## src/rtl/layer_sequencer_if.sv

```systemverilog
// ---------------------------------------------------------------------------
// layer_sequencer_if
//   Bundles the handshake between the layer sequencer and the MNIST
//   accelerator control unit (cu).
//
//   master modport (sequencer side):
//     out cuGo            one-cycle go pulse
//     out cuLayerIndex    layer index presented to the cu
//     out cuData*/cuWeight*/cuResultAddress  descriptor of the current layer
//     out cuSoftRstn      active-low soft reset request for the cu
//     in  cuDone          done pulse from the cu
//   slave modport (cu side): the same signals with directions reversed.
// ---------------------------------------------------------------------------
interface layer_sequencer_if #(
    parameter int ADDR_W = 32
);
    logic              cuGo;
    logic [2:0]        cuLayerIndex;
    logic [ADDR_W-1:0] cuDataAddress;
    logic [ADDR_W-1:0] cuDataSize;
    logic [ADDR_W-1:0] cuWeightAddress;
    logic [ADDR_W-1:0] cuWeightSize;
    logic [ADDR_W-1:0] cuResultAddress;
    logic              cuDone;
    logic              cuSoftRstn;

    modport master (
        output cuGo,
        output cuLayerIndex,
        output cuDataAddress,
        output cuDataSize,
        output cuWeightAddress,
        output cuWeightSize,
        output cuResultAddress,
        output cuSoftRstn,
        input  cuDone
    );

    modport slave (
        input  cuGo,
        input  cuLayerIndex,
        input  cuDataAddress,
        input  cuDataSize,
        input  cuWeightAddress,
        input  cuWeightSize,
        input  cuResultAddress,
        input  cuSoftRstn,
        output cuDone
    );
endinterface

```

## src/rtl/layer_sequencer.sv

```systemverilog
// ---------------------------------------------------------------------------
// layer_sequencer
//   Runs layers first..last of the MNIST accelerator back-to-back from a
//   software-loaded descriptor table, so software issues one start per image.
//   Provides a per-layer watchdog, software abort and a cu soft-reset request.
//
//   clk, rstn       clock, synchronous active-low reset
//   i_cfgWe         descriptor write strobe (ignored while busy)
//   i_cfgLayer      descriptor slot
//   i_cfgField      0=data_addr 1=data_size 2=weight_addr 3=weight_size 4=result_addr
//   i_cfgWdata      descriptor write data
//   i_firstLayer    first layer of the run, sampled at start
//   i_lastLayer     last layer of the run, sampled at start
//   i_start         run request, sampled only in IDLE
//   i_abort         cancel the current run
//   o_busy          run in progress
//   o_seqDone       one-cycle pulse on successful completion
//   o_error         sticky error flag (cleared by the next accepted start)
//   o_errCode       1=bad range 2=timeout 3=aborted
//   o_curLayer      layer being executed / last executed
//   cu              master side of the cu handshake
// ---------------------------------------------------------------------------
module layer_sequencer #(
    parameter int NUM_LAYERS     = 5,
    parameter int ADDR_W         = 32,
    parameter int TIMEOUT_CYCLES = 1048576
) (
    input  logic              clk,
    input  logic              rstn,
    input  logic              i_cfgWe,
    input  logic [2:0]        i_cfgLayer,
    input  logic [2:0]        i_cfgField,
    input  logic [ADDR_W-1:0] i_cfgWdata,
    input  logic [2:0]        i_firstLayer,
    input  logic [2:0]        i_lastLayer,
    input  logic              i_start,
    input  logic              i_abort,
    output logic              o_busy,
    output logic              o_seqDone,
    output logic              o_error,
    output logic [1:0]        o_errCode,
    output logic [2:0]        o_curLayer,
    layer_sequencer_if.master cu
);

    localparam int         NUM_FIELDS  = 5;
    localparam logic [1:0] ERR_NONE    = 2'd0;
    localparam logic [1:0] ERR_RANGE   = 2'd1;
    localparam logic [1:0] ERR_TIMEOUT = 2'd2;
    localparam logic [1:0] ERR_ABORT   = 2'd3;

    typedef enum logic [2:0] {
        IDLE,
        ISSUE,
        WAIT,
        NEXT,
        CURST
    } state_t;

    state_t            r_state,       w_stateNext;
    logic              r_busy,        w_busyNext;
    logic              r_seqDone,     w_seqDoneNext;
    logic              r_error,       w_errorNext;
    logic [1:0]        r_errCode,     w_errCodeNext;
    logic [2:0]        r_curLayer,    w_curLayerNext;
    logic [2:0]        r_lastLayer,   w_lastLayerNext;
    logic              r_cuGo,        w_cuGoNext;
    logic              r_cuSoftRstn,  w_cuSoftRstnNext;
    logic              r_rstCnt,      w_rstCntNext;
    logic [31:0]       r_wdog,        w_wdogNext;

    logic [ADDR_W-1:0] r_desc [NUM_FIELDS][NUM_LAYERS];
    logic [ADDR_W-1:0] r_cuField [NUM_FIELDS];
    logic [ADDR_W-1:0] w_cuFieldNext [NUM_FIELDS];

    logic              w_cfgAccept;
    logic              w_rangeOk;
    logic              w_wdogHit;

    assign w_cfgAccept = i_cfgWe && !r_busy
                         && (int'(i_cfgLayer) < NUM_LAYERS)
                         && (int'(i_cfgField) < NUM_FIELDS);

    assign w_rangeOk   = (i_firstLayer <= i_lastLayer) && (int'(i_lastLayer) < NUM_LAYERS);

    // A zero timeout disables the watchdog entirely.
    assign w_wdogHit   = (TIMEOUT_CYCLES != 0) && (r_wdog == 32'(TIMEOUT_CYCLES - 1));

    // Next-state and next-output logic; every registered output is computed here.
    always_comb begin
        w_stateNext      = r_state;
        w_busyNext       = r_busy;
        w_seqDoneNext    = 1'b0;
        w_errorNext      = r_error;
        w_errCodeNext    = r_errCode;
        w_curLayerNext   = r_curLayer;
        w_lastLayerNext  = r_lastLayer;
        w_cuGoNext       = 1'b0;
        w_cuSoftRstnNext = 1'b1;
        w_rstCntNext     = 1'b0;
        w_wdogNext       = r_wdog;

        case (r_state)
            IDLE: begin
                if (i_start) begin
                    if (w_rangeOk) begin
                        w_stateNext     = ISSUE;
                        w_busyNext      = 1'b1;
                        w_curLayerNext  = i_firstLayer;
                        w_lastLayerNext = i_lastLayer;
                        w_errorNext     = 1'b0;
                        w_errCodeNext   = ERR_NONE;
                        w_cuGoNext      = 1'b1;
                    end else begin
                        w_errorNext     = 1'b1;
                        w_errCodeNext   = ERR_RANGE;
                    end
                end
            end

            // cu_done arriving here belongs to no layer and is ignored.
            ISSUE: begin
                w_wdogNext = '0;
                if (i_abort) begin
                    w_stateNext      = CURST;
                    w_errCodeNext    = ERR_ABORT;
                    w_cuSoftRstnNext = 1'b0;
                end else begin
                    w_stateNext      = WAIT;
                end
            end

            // Abort outranks both done and timeout in the same cycle.
            WAIT: begin
                w_wdogNext = r_wdog + 32'd1;
                if (i_abort) begin
                    w_stateNext      = CURST;
                    w_errCodeNext    = ERR_ABORT;
                    w_cuSoftRstnNext = 1'b0;
                end else if (cu.cuDone) begin
                    if (r_curLayer == r_lastLayer) begin
                        w_stateNext   = IDLE;
                        w_busyNext    = 1'b0;
                        w_seqDoneNext = 1'b1;
                    end else begin
                        w_stateNext   = NEXT;
                    end
                end else if (w_wdogHit) begin
                    w_stateNext      = CURST;
                    w_errCodeNext    = ERR_TIMEOUT;
                    w_cuSoftRstnNext = 1'b0;
                end
            end

            // One idle cycle lets the cu settle before the next go.
            NEXT: begin
                if (i_abort) begin
                    w_stateNext      = CURST;
                    w_errCodeNext    = ERR_ABORT;
                    w_cuSoftRstnNext = 1'b0;
                end else begin
                    w_stateNext    = ISSUE;
                    w_curLayerNext = r_curLayer + 3'd1;
                    w_cuGoNext     = 1'b1;
                end
            end

            // Soft reset is held low for exactly two cycles.
            CURST: begin
                if (r_rstCnt) begin
                    w_stateNext = IDLE;
                    w_busyNext  = 1'b0;
                    w_errorNext = 1'b1;
                end else begin
                    w_rstCntNext     = 1'b1;
                    w_cuSoftRstnNext = 1'b0;
                end
            end

            default: begin
                w_stateNext = IDLE;
            end
        endcase
    end

    // The cu descriptor outputs are registered from the slot selected by the
    // next layer index, bypassing a same-cycle table write so they always
    // mirror the table without a one-cycle lag.
    always_comb begin
        for (int f = 0; f < NUM_FIELDS; f++) begin
            w_cuFieldNext[f] = r_desc[f][w_curLayerNext];
            if (w_cfgAccept && (i_cfgLayer == w_curLayerNext) && (int'(i_cfgField) == f)) begin
                w_cuFieldNext[f] = i_cfgWdata;
            end
        end
    end

    always_ff @(posedge clk) begin
        if (!rstn) begin
            r_state      <= IDLE;
            r_busy       <= 1'b0;
            r_seqDone    <= 1'b0;
            r_error      <= 1'b0;
            r_errCode    <= ERR_NONE;
            r_curLayer   <= 3'd0;
            r_lastLayer  <= 3'd0;
            r_cuGo       <= 1'b0;
            r_cuSoftRstn <= 1'b1;
            r_rstCnt     <= 1'b0;
            r_wdog       <= '0;
        end else begin
            r_state      <= w_stateNext;
            r_busy       <= w_busyNext;
            r_seqDone    <= w_seqDoneNext;
            r_error      <= w_errorNext;
            r_errCode    <= w_errCodeNext;
            r_curLayer   <= w_curLayerNext;
            r_lastLayer  <= w_lastLayerNext;
            r_cuGo       <= w_cuGoNext;
            r_cuSoftRstn <= w_cuSoftRstnNext;
            r_rstCnt     <= w_rstCntNext;
            r_wdog       <= w_wdogNext;
        end
    end

    always_ff @(posedge clk) begin
        if (!rstn) begin
            for (int f = 0; f < NUM_FIELDS; f++) begin
                r_cuField[f] <= '0;
                for (int l = 0; l < NUM_LAYERS; l++) begin
                    r_desc[f][l] <= '0;
                end
            end
        end else begin
            if (w_cfgAccept) begin
                r_desc[i_cfgField][i_cfgLayer] <= i_cfgWdata;
            end
            for (int f = 0; f < NUM_FIELDS; f++) begin
                r_cuField[f] <= w_cuFieldNext[f];
            end
        end
    end

    assign o_busy      = r_busy;
    assign o_seqDone   = r_seqDone;
    assign o_error     = r_error;
    assign o_errCode   = r_errCode;
    assign o_curLayer  = r_curLayer;

    assign cu.cuGo            = r_cuGo;
    assign cu.cuLayerIndex    = r_curLayer;
    assign cu.cuDataAddress   = r_cuField[0];
    assign cu.cuDataSize      = r_cuField[1];
    assign cu.cuWeightAddress = r_cuField[2];
    assign cu.cuWeightSize    = r_cuField[3];
    assign cu.cuResultAddress = r_cuField[4];
    assign cu.cuSoftRstn      = r_cuSoftRstn;

endmodule

```

## src/flat_wrapper.sv

```systemverilog
// flat-port wrapper written by rule: the top's interface ports become plain ports
module layer_sequencer_flat 
#(
    parameter int NUM_LAYERS     = 5,
    parameter int ADDR_W         = 32,
    parameter int TIMEOUT_CYCLES = 1048576
)
  (clk, rstn, i_cfgWe, i_cfgLayer, i_cfgField, i_cfgWdata, i_firstLayer, i_lastLayer, i_start, i_abort, o_busy, o_seqDone, o_error, o_errCode, o_curLayer, cu_cuGo, cu_cuLayerIndex, cu_cuDataAddress, cu_cuDataSize, cu_cuWeightAddress, cu_cuWeightSize, cu_cuResultAddress, cu_cuSoftRstn, cu_cuDone);
  layer_sequencer_if #(.ADDR_W(ADDR_W)) cu_i ();
  input  logic clk;
  input  logic rstn;
  input  logic i_cfgWe;
  input  logic [2:0] i_cfgLayer;
  input  logic [2:0] i_cfgField;
  input  logic [ADDR_W-1:0] i_cfgWdata;
  input  logic [2:0] i_firstLayer;
  input  logic [2:0] i_lastLayer;
  input  logic i_start;
  input  logic i_abort;
  output logic o_busy;
  output logic o_seqDone;
  output logic o_error;
  output logic [1:0] o_errCode;
  output logic [2:0] o_curLayer;
  output wire logic [$bits(cu_i.cuGo)-1:0] cu_cuGo;
  output wire logic [$bits(cu_i.cuLayerIndex)-1:0] cu_cuLayerIndex;
  output wire logic [$bits(cu_i.cuDataAddress)-1:0] cu_cuDataAddress;
  output wire logic [$bits(cu_i.cuDataSize)-1:0] cu_cuDataSize;
  output wire logic [$bits(cu_i.cuWeightAddress)-1:0] cu_cuWeightAddress;
  output wire logic [$bits(cu_i.cuWeightSize)-1:0] cu_cuWeightSize;
  output wire logic [$bits(cu_i.cuResultAddress)-1:0] cu_cuResultAddress;
  output wire logic [$bits(cu_i.cuSoftRstn)-1:0] cu_cuSoftRstn;
  input wire logic [$bits(cu_i.cuDone)-1:0] cu_cuDone;
  assign cu_cuGo = cu_i.cuGo;
  assign cu_cuLayerIndex = cu_i.cuLayerIndex;
  assign cu_cuDataAddress = cu_i.cuDataAddress;
  assign cu_cuDataSize = cu_i.cuDataSize;
  assign cu_cuWeightAddress = cu_i.cuWeightAddress;
  assign cu_cuWeightSize = cu_i.cuWeightSize;
  assign cu_cuResultAddress = cu_i.cuResultAddress;
  assign cu_cuSoftRstn = cu_i.cuSoftRstn;
  assign cu_i.cuDone = cu_cuDone;
  layer_sequencer #(.NUM_LAYERS(NUM_LAYERS), .ADDR_W(ADDR_W), .TIMEOUT_CYCLES(TIMEOUT_CYCLES)) u_core (.clk(clk), .rstn(rstn), .i_cfgWe(i_cfgWe), .i_cfgLayer(i_cfgLayer), .i_cfgField(i_cfgField), .i_cfgWdata(i_cfgWdata), .i_firstLayer(i_firstLayer), .i_lastLayer(i_lastLayer), .i_start(i_start), .i_abort(i_abort), .o_busy(o_busy), .o_seqDone(o_seqDone), .o_error(o_error), .o_errCode(o_errCode), .o_curLayer(o_curLayer), .cu(cu_i));
endmodule
```

## config.mk

```make
export PLATFORM = sky130hd
export DESIGN_NAME = layer_sequencer_flat
export DESIGN_NICKNAME = d
export VERILOG_FILES = /design/src/rtl/layer_sequencer_if.sv /design/src/rtl/layer_sequencer.sv /design/src/flat_wrapper.sv
export SDC_FILE = /design/constraint.sdc
export NUM_CORES = 2
export LEC_CHECK = 0
export CORE_ASPECT_RATIO = 1.1
export CORE_UTILIZATION = 29
export CTS_CLUSTER_DIAMETER = 150
export DETAILED_ROUTE_END_ITERATION = 7
export MAX_ROUTING_LAYER = met4
export SLEW_MARGIN = 20
export SYNTH_ARGS = -nofsm -noshare
export SYNTH_HDL_FRONTEND = slang
export SYNTH_SLANG_ARGS = --single-unit
```

## constraint.sdc

```tcl
create_clock -name clk -period 5.1 [get_ports clk]
set_input_delay 0.51 -clock clk [delete_from_list [all_inputs] [get_ports clk]]
set_output_delay 0.51 -clock clk [all_outputs]
set_load 0.05 [all_outputs]
```

==> flow_summary.json <==
{
  "final_layout_size_suffix_gt1_share_pct": 9.22,
  "setup_viol": 0,
  "crit_arrival_ns": 4.52,
  "fmax_mhz": 255,
  "yosys_warnings": 0,
  "yosysTopAreaCellShare_pct": 55.1,
  "cp-end-kind": "flop",
  "routed_wl_mm": 144,
  "power_w": 0.0236,
  "hold_viol_final": 0,
  "powerDensity_nw_per_um2": 457,
  "crit_path_max_incr_delay_ns": 0.79,
  "drt-met1-wl_mm": 60.3,
  "grt_pass1_vias": 30200,
  "vias": 31200,
  "routed.top_layer": "met4",
  "mappedNetlistNets": 3820,
  "hp-class": "input pin to flop",
  "synth_top_flop_cell": "edfxtp_1",
  "drc_errors": 0,
  "dr_wl_met2_mm": 67.1,
  "cts_hold_buf": 0,
  "cp.required_ns": 5.70,
  "min_period_over_period_pct": 76.8,
  "whs_ns": 0.261,
  "crit_path_cell_trace": "clkdlybuf4s50_1, inv_1, ha_1, and3b_1, o21a_1, o211ai_1, a21oi_1, or4b_4, buf_12, or2_1, buf_4, a31oi_1",
  "routed-wl-met3_mm": 11.7,
  "reg2reg_slack_ns": 1.29,
  "cts_setup_buffers": 0,
  "gp_congestion": 0.817,
  "min_period_ns": 3.92,
  "finClkSkew_ns": 0.0430,
  "die_y_um": 409,
  "start_util_pct": 29.3,
  "cts_tree": "yes",
  "h-tree-depth": 3,
  "dr.pass1.iters": 5,
  "syn_to_final_growth_pct": 18.4,
  "viasPerCell": 5.32,
  "syn_inst": 3765,
  "cts_buffers": 106,
  "yosysUniqueCellTypes": 57,
  "slowest_stage": "or4b_4",
  "clkSinkCount": 1009,
  "die_w_um": 372,
  "worst_pin_slew_ns": 0.993,
  "synthArstFlopShare_pct": 0,
  "io_pins": 223,
  "avgSynthCellArea_um2": 11.6,
  "status": "complete, no violations",
  "port-buffer-count": 222,
  "ys_ff_latch": 1009,
  "row_count": 148,
  "die_area_um2": 152000,
  "ys_seq_area_share_pct": 64.7,
  "grt_max_degree": 80,
  "critPathMaxFanout": 43,
  "drv_slew": 0,
  "post_cts_resize_count": 0,
  "synth_edf_count": 800,
  "drtIter0Drc": 3331,
  "critPathLaunchType": "input pin",
  "p_leak_nw": 18.4,
  "globalRouteOverflowTotal": 0,
  "dp_hpwl_mm": 80.6,
  "ys_top_cells_by_count": "edfxtp_1, nand2_1, and2_1, a21oi_1, clkbuf_1",
  "grt_pass1_wl_mm": 209,
  "ant_nets": 0,
  "tns_ns": 0,
  "gr-usage-all-layers_pct": 19.0,
  "clk_latency_ns": 0.71,
  "yosysTopAreaCell": "edfxtp_1",
  "rsz0062_at_grt": "false",
  "worstSetupPathType": "input pin to flop",
  "slew_headroom_pct": 33.6,
  "core_area_um2": 149000,
  "cap_violations": 0,
  "antenna_found_initial": 17,
  "root_buffer": "clkbuf_16",
  "clkTransAtPathRegs_ns": 0.06,
  "post_drt_wl_per_cell_um": 24.5,
  "synth_area_um2": 43600,
  "vdd_drop_max_v": 0.000289,
  "synth_most_common_cell": "edfxtp_1",
  "yosys-top-cells-area": "edfxtp_1, dfxtp_1, and2_1",
  "cts_max_path_buffers": 3,
  "final_net_count": 3866
}
[logic make-up (layout without fill, tap and decap cells)]
group | count (synthesis) | after routing | synth area share (%)
other cells | 0 | 8 | 0
mux | 8 | 8 | 0.207
fa+ha+maj | 5 | 5 | 0.144
flops | 1009 | 1009 | 64.7
compound gates | 912 | 912 | 14.1
xor+xnor | 3 | 3 | 0.0603
simple gates | 1388 | 1388 | 16.7
buf+inv | 440 | 578 | 4.13
[routing by layer]
metal	vias to the layer above	GRT usage (%)
met5	-	-
met4	0	6.02
met3	209	3.04
met2	1346	29.5
met1	15700	25.4
li1	13900	-
[through the flow]
step | std cells | utilization [%] | setup slack, ns | area, um2
6_report | 5861 | 34.7 | 1.18 | 51600
2_1_floorplan | 3765 | - | 0.679 | 43600
5_1_grt | 5858 | 34.7 | 1.11 | 51600
4_1_cts | 5853 | 34.7 | 1.27 | 51500
3_5_place_dp | 5653 | 32.4 | 0.568 | 48100
3_3_place_gp | 5653 | 32.4 | 0.687 | 48100
[final cells by class]
cell class                 count  area, um2
antenna                        8       20.0
multi-input combinational   2316      14000
clock inverter                47        503
timing repair buffer         363       3400
sequential                  1009      28200
fill                       14500      96900
inverter                      15       56.3
tap                         1950       2440
clock buffer                 153       2980
[power breakdown]
part	internal (W)	leakage [nW]	switching, W
clock	0.00443	1.70	0.00331
combinational	0.00182	6.66	0.00404
sequential	0.00950	10.0	0.000482
total	0.0158	18.4	0.00784
[placed cells by master, fill, tap and decap left out, types with 25 or more instances in the layout]
cell,n
a31oi_1,165
o21ai_4,25
edfxtp_1,800
clkdlybuf4s50_1,220
and3_1,235
a21oi_1,345
clkbuf_1,32
buf_4,133
and2_1,488
dfxtp_1,209
o31ai_1,162
a221o_1,160
nor2_1,56
nand2_1,511
nand3_1,27
clkbuf_16,106
[final timing paths]
path / startpoint / end / depth (start not counted)
hold / removal: rstn / u_core.o_errCode[0] / 2
setup reg to reg: u_core.r_state[2] / u_core.r_cuField[0][95] / 9
hold reg to reg: u_core.o_errCode[1] / u_core.o_errCode[1] / 2
setup / recovery: i_lastLayer[2] / u_core.r_cuField[0][95] / 12
[state kept, by name, indices dropped and copies added, names as in the netlist, 2 cells and up]
signal and flops:
u_core.r_lastLayer 3, u_core.r_desc 800, u_core.cu.cuLayerIndex 3, u_core.r_state 3, u_core.o_errCode 2, u_core.r_wdog 32, u_core.r_cuField 160
[critical path: cells and delay by family]
family	cells	cell delay, ns
compound gates	4	0.99
buf+inv	4	1.16
fa+ha+maj	1	0.31
simple gates	3	1.48
Power figures use the tool's default switching activity.
